[src/rtl/hcc_fifo_serializer.sv]
`default_nettype none
// ============================================================================
// Module   : hcc_fifo_serializer
// Function : Pops words from the HCC synchronous FIFO and sends each one
//            MSB-first on a single-bit line, then a parity bit, then one
//            idle gap cycle. Keeps a saturating count of completed words.
// Revision : 1.0 - initial release
// ============================================================================
module hcc_fifo_serializer #(
  parameter int WORDWIDTH  = 8,
  parameter int PARITY_ODD = 0,
  parameter int CNTWIDTH   = 16
) (
  input  logic                 clk,
  input  logic                 rstb,
  input  logic                 enable_i,
  input  logic [WORDWIDTH-1:0] fifo_data_i,
  input  logic                 fifo_empty_i,
  output logic                 re_o,
  output logic                 ser_o,
  output logic                 frame_o,
  output logic                 busy_o,
  output logic [CNTWIDTH-1:0]  words_o
);

  localparam int                  c_BITCNTW    = $clog2(WORDWIDTH + 1);
  localparam logic [c_BITCNTW-1:0] c_LASTBIT   = c_BITCNTW'(WORDWIDTH - 1);
  localparam logic [c_BITCNTW-1:0] c_BITONE    = c_BITCNTW'(1);
  localparam logic [CNTWIDTH-1:0]  c_WORDSMAX  = '1;
  localparam logic [CNTWIDTH-1:0]  c_WORDSONE  = CNTWIDTH'(1);
  localparam logic                 c_PARINIT   = (PARITY_ODD != 0);

  typedef enum logic [1:0] {
    S_IDLE   = 2'd0,
    S_SHIFT  = 2'd1,
    S_PARITY = 2'd2,
    S_GAP    = 2'd3
  } state_t;

  state_t                 r_state;
  logic [WORDWIDTH-1:0]   r_shift;
  logic [c_BITCNTW-1:0]   r_bitCnt;
  logic                   r_parity;
  logic                   r_ser;
  logic                   r_frame;
  logic [CNTWIDTH-1:0]    r_words;
  logic                   w_pop;

  // A pop is only issued from IDLE, so fifo_data_i is next sampled at least
  // WORDWIDTH+3 cycles later, well after the FIFO read pointer has caught up.
  assign w_pop   = rstb & (r_state == S_IDLE) & enable_i & ~fifo_empty_i;
  assign re_o    = w_pop;
  assign ser_o   = r_ser;
  assign frame_o = r_frame;
  assign busy_o  = (r_state != S_IDLE);
  assign words_o = r_words;

  // Serializer state machine: capture on pop, shift data, emit parity, gap.
  always_ff @(posedge clk) begin
    if (!rstb) begin
      r_state  <= S_IDLE;
      r_shift  <= '0;
      r_bitCnt <= '0;
      r_parity <= 1'b0;
      r_ser    <= 1'b0;
      r_frame  <= 1'b0;
      r_words  <= '0;
    end else begin
      case (r_state)
        S_IDLE: begin
          r_ser   <= 1'b0;
          r_frame <= 1'b0;
          if (w_pop) begin
            // The MSB goes straight to the output register so it appears in
            // the first cycle after the pop; the remaining bits wait in the
            // shift register already aligned to the MSB position.
            r_ser    <= fifo_data_i[WORDWIDTH-1];
            r_shift  <= {fifo_data_i[WORDWIDTH-2:0], 1'b0};
            r_bitCnt <= '0;
            r_parity <= (^fifo_data_i) ^ c_PARINIT;
            r_frame  <= 1'b1;
            r_state  <= S_SHIFT;
          end
        end
        S_SHIFT: begin
          r_frame <= 1'b1;
          if (r_bitCnt == c_LASTBIT) begin
            r_ser   <= r_parity;
            r_state <= S_PARITY;
          end else begin
            r_ser    <= r_shift[WORDWIDTH-1];
            r_shift  <= {r_shift[WORDWIDTH-2:0], 1'b0};
            r_bitCnt <= r_bitCnt + c_BITONE;
          end
        end
        S_PARITY: begin
          r_ser   <= 1'b0;
          r_frame <= 1'b0;
          if (r_words != c_WORDSMAX) begin
            r_words <= r_words + c_WORDSONE;
          end
          r_state <= S_GAP;
        end
        S_GAP: begin
          r_ser   <= 1'b0;
          r_frame <= 1'b0;
          r_state <= S_IDLE;
        end
        default: begin
          r_ser   <= 1'b0;
          r_frame <= 1'b0;
          r_state <= S_IDLE;
        end
      endcase
    end
  end

endmodule
`default_nettype wire

[config.mk]
export PLATFORM = sky130hd
export DESIGN_NAME = hcc_fifo_serializer
export DESIGN_NICKNAME = d
export VERILOG_FILES = /design/src/rtl/hcc_fifo_serializer.sv
export SDC_FILE = /design/constraint.sdc
export NUM_CORES = 1
export LEC_CHECK = 0
export CAP_MARGIN = 20
export CORE_AREA = 3 3 67 69
export DETAILED_ROUTE_END_ITERATION = 8
export DIE_AREA = 0 0 70 72
export GPL_ROUTABILITY_DRIVEN = 0
export PLACE_DENSITY = 0.68
export SLEW_MARGIN = 20
export SYNTH_ARGS = -nofsm -noshare
export SYNTH_HDL_FRONTEND = slang
export SYNTH_SLANG_ARGS = --single-unit
[constraint.sdc]
create_clock -name clk -period 2.4 [get_ports clk]
set_clock_uncertainty 0.2 [all_clocks]
set_input_delay 0.48 -clock clk [delete_from_list [all_inputs] [get_ports clk]]
set_output_delay 0.48 -clock clk [all_outputs]
set_load 0.05 [all_outputs]
; ---- Word-level counts from Yosys, hierarchy flattened
; Index checks and enable logic that the tools add are counted.
[totals]
regBits = 33
latchBits = 0
ramBits = 0
romBits = 0
in_bits = 12
output_inout_bits = 20
wordCells = 44
n_memories = 0
[op_classes]
add_sub_neg = 2
n_mul = 0
div_mod_pow = 0
n_lt_le_gt_ge = 0
n_eq_ne = 8
shifts = 0
muxes = 14
bitwise_logic = 4
n_reduce_logical = 9
[op_table]
columns = cell, count
row1 = "16-bit by 1-bit adder with 16-bit output, second input constant", 1
row2 = 8-bit two-way mux, 2
row3 = "16-bit inequality test, second input constant", 1
row4 = 8-bit one-hot mux with 2 select lines, 1
row5 = 4-bit two-way mux, 2
row6 = 2-bit one-hot mux with 4 select lines, 1
row7 = 4-bit one-hot mux with 2 select lines, 1
row8 = 8-bit XOR reduction, 1
row9 = "2-bit inequality test, second input constant", 3
row10 = 1-bit one-hot mux with 3 select lines, 2
row11 = 2-bit AND reduction, 3
row12 = "4-bit by 1-bit adder with 4-bit output, second input constant", 1
row13 = "2-bit == test, second input constant", 2
row14 = "4-bit by 3-bit == test with 1-bit output, second input constant", 1
row15 = 2-bit two-way mux, 2
row16 = 2-bit nonzero test, 2
row17 = 1-bit AND, 3
row18 = 1-bit two-way mux, 3
row19 = 3-bit AND reduction, 1
row20 = "2-bit by 1-bit == test with 1-bit output, second input constant", 1
row21 = 2-bit logical NOT, 1
row22 = 2-bit OR reduction, 1
row23 = 1-bit inverter, 1

; ---- Depth between registers and ports, before layout
[depth]
depth_word = 6
depth_mapped = 9
ltp_nobuf = 7

; ---- Least setup slack after synthesis
; OpenSTA, ideal clock, no wires.
[synth_timing]
path_kind = register to register
start = reg r_words[0], in the netlist words_o[0]
end = reg r_words[14], in the netlist words_o[14]
setup_ns = 0.072
arrival_time_ns = 1.875
setup_slack_ns = 0.253
path_stages_with_launch = 6
path_buffers = 0
period_less_slack_ns = 2.147
path_cell_list = dfxtp_1 ha_1 and4_4 o211ai_2 or4_1 a21oi_1
[synth_via]
elab_chain_cells = 2
[synth_lines]
columns = item, line_no
row1 = "start, declared", 46  ; logic [CNTWIDTH-1:0] r_words;
row2 = "start signal, assigned", 100  ; r_words <= r_words + c_WORDSONE;
row3 = branches (longest 2 deep; another with 16-bit by 1-bit adder with 16-bit output), n/a
; Parallel ways; which one is timed is not known.
; A chain may end at the register's enable or synchronous reset.

; ---- Final worst setup path
[layout_timing]
start = reg r_words[12], in the netlist words_o[12]
end = out words_o[12]
[layout_rtl]
columns = item, line_no
row1 = "end, declared", 23  ; output logic [CNTWIDTH-1:0] words_o
; No word-level cell between the ends.

==> results.yml <==
outcome:
  status: "finished, final reports clean"
sta:
  max_freq_mhz: 442
  finalHoldViolCount: 0
  rsz0062_at_grt: "no"
  setup_viol: 0
  tightest_slew_ns: 0.574
  relSlewSlack: 0.615
  slew_viol_final: 0
  setup_tns_ns: 0
  finalCriticalPeriod_ns: 2.26
  fin_crit_sh: 0.943
clocking:
  cts_max_path_buffers: 2
  path_clk_slew_ns: 0.07
  cts_tree: "done"
  htreeDepth: 2
  cts_setup_buffers: 0
  cts_root_buf: "clkbuf_8"
  hold_buffers: 0
  cts_resized: 0
  clk_latency_ns: 0.28
  cts_sinks: 32
  cts_buffers: 5
worst_setup_path:
  path_delay_family: "buffers and inverters"
  crit_fanout: 6
  cpPeakStageDelay_ns: 0.85
  criticalPathCategory: "reg2out"
  cp_num_buf_inv: 1
  required_ns: 1.72
  crit_chain: "clkdlybuf4s50_1"
  setup.worst_path.end_class: "output pin"
  startpoint_type: "flop"
  cp.arrival_ns: 1.58
  slowest_stage: "clkdlybuf4s50_1"
  reg2reg_slack_ns: 0.31
yosys:
  synth_area_sq_um: 1760
  syn_area_per_cell_sq_um: 9.35
  yosys.area_share.simple: 0.243
  synth-xor-area-share: 0.0498
  synth_edf_count: 0
  ys_seq_elements: 32
  synth.area.mux_share: 0.0683
  yosysMostFrequentCell: "dfxtp_1"
  synth-compound-area-share: 0.180
  synth_cell_types: 48
  ys_warn_count: 0
  yosys.area.top_type_share: 0.364
  ys_seq_area_frac: 0.364
  synthArstFlopShare: 0
  synth_area_leaders: "dfxtp_1 36%, mux2i_1 6.8%, nor2_1 4.9%"
  synth_flop_cell: "dfxtp_1"
  synth_top_family_by_area: "simple AND/OR/NAND/NOR gates"
  synth_commonest_cells: "32 x dfxtp_1, 23 x nor2_1, 12 x mux2i_1, 9 x a21oi_1, 9 x nand2_1"
  yosys.area.top_type: "dfxtp_1"
  synthCells: 188
  synth_fp_nets: 206
  synthAdderAreaFrac: 0.0427
detailed_routing:
  drc: 0
  routed_wirelength_microns: 3470
  vias_per_cell: 5.39
  wire_per_inst_microns: 12.7
  drtIter0Drc: 63
  vias: 1477
  ant_nets: 0
  dr.pass1.iters: 5
die:
  die_h_microns: 72
  core_area_sq_um: 3970
  die_x_microns: 70
  start_util: 0.443
  rows: 23
  die_area_sq_um: 5040
  pin_count: 32
cells_and_area:
  drive_gt1_frac: 0.134
  diodes: 0
  nets: 241
  fillers: 363
  area_delta_synth_final_pct: 26.7
grt:
  overflow: 0
  grt_max_degree: 17
  grt_pass1_wl_microns: 5830
  antenna_found_initial: 0
  grt_pass1_vias: 1275
  grt_usage: 0.145
power_and_ir_drop:
  p_per_area_nw_per_um2: 757
  p_leak_nw: 0.798
  peakVddDrop_uv: 412
  finalPower_w: 0.00169
hold_path:
  hp-class: "reg2reg"
placed_design:
  port_buffers: 31
  dp_hpwl_microns: 2630
job:
  drv_cap: 0
## power breakdown
part	internal (W)	leakage [nW]	switching, W	total [W]
logic	0.000278	0.488	0.000366	0.000644
registers	0.000587	0.259	0.0000338	0.000621
clock network	0.000228	0.0510	0.000194	0.000423
total	0.00109	0.798	0.000594	0.00169
## placed cells by master, fill, tap and decap left out, types with 6 or more instances in the layout
master	count
dfxtp_1	32
clkdlybuf4s50_1	29
nor2_1	23
mux2i_1	12
nand2_1	9
a21oi_1	9
nand3_1	7
xnor2_1	7
inv_1	6
ha_1	6
clkbuf_8	6
buf_4	6
## stage by stage
stage / setup WS (ns) / cells / util / area [sq um] / hold slack [ns]
4_1_cts: 0.121 / 274 / 0.561 / 2230 / 0.282
5_1_grt: 0.0772 / 274 / 0.561 / 2230 / 0.319
2_1_floorplan: 0.253 / 188 / - / 1760 / 0.243
3_3_place_gp: 0.179 / 266 / 0.537 / 2130 / 0.265
3_5_place_dp: 0.150 / 266 / 0.537 / 2130 / 0.273
6_report: 0.137 / 274 / 0.561 / 2230 / 0.289
## metal layers
layer,GRT usage,vias to the layer above,share of wire
met5,0,-,0
met4,0.0511,0,0.0078
met3,0.0402,3,0.034
met2,0.212,25,0.45
met1,0.204,689,0.50
li1,-,760,-
## registers in the layout, summed over array words and instances, names as in the netlist
name and cells:
frame_o 1, r_bitCnt 4, r_parity 1, r_shift 7
r_state 2, ser_o 1, words_o 16
## cell type report
class,count,area (sq um),area share
clock buffer,6,82.6,0.0371
clock inverter,2,10.0,0.00449
inverter,8,30.0,0.0135
multi-input combinational,139,1030,0.461
sequential,32,641,0.288
tap,50,62.6,0.0281
timing repair buffer,37,375,0.169
## path summary, 6_finish.rpt
kind,end,start,depth (start not counted)
worst max-delay path,words_o[12],words_o[12],1
worst max register to register,words_o[5],r_state[0],6
worst min register to register,r_parity,r_parity,2
worst min-delay path,r_parity,r_parity,2
## kinds of logic after synthesis
family	Yosys count
xor+xnor	10
flops	32
simple gates	71
buf+inv	17
compound gates	40
fa+ha+maj	6
mux	12
(Power assumes the default switching activity.)
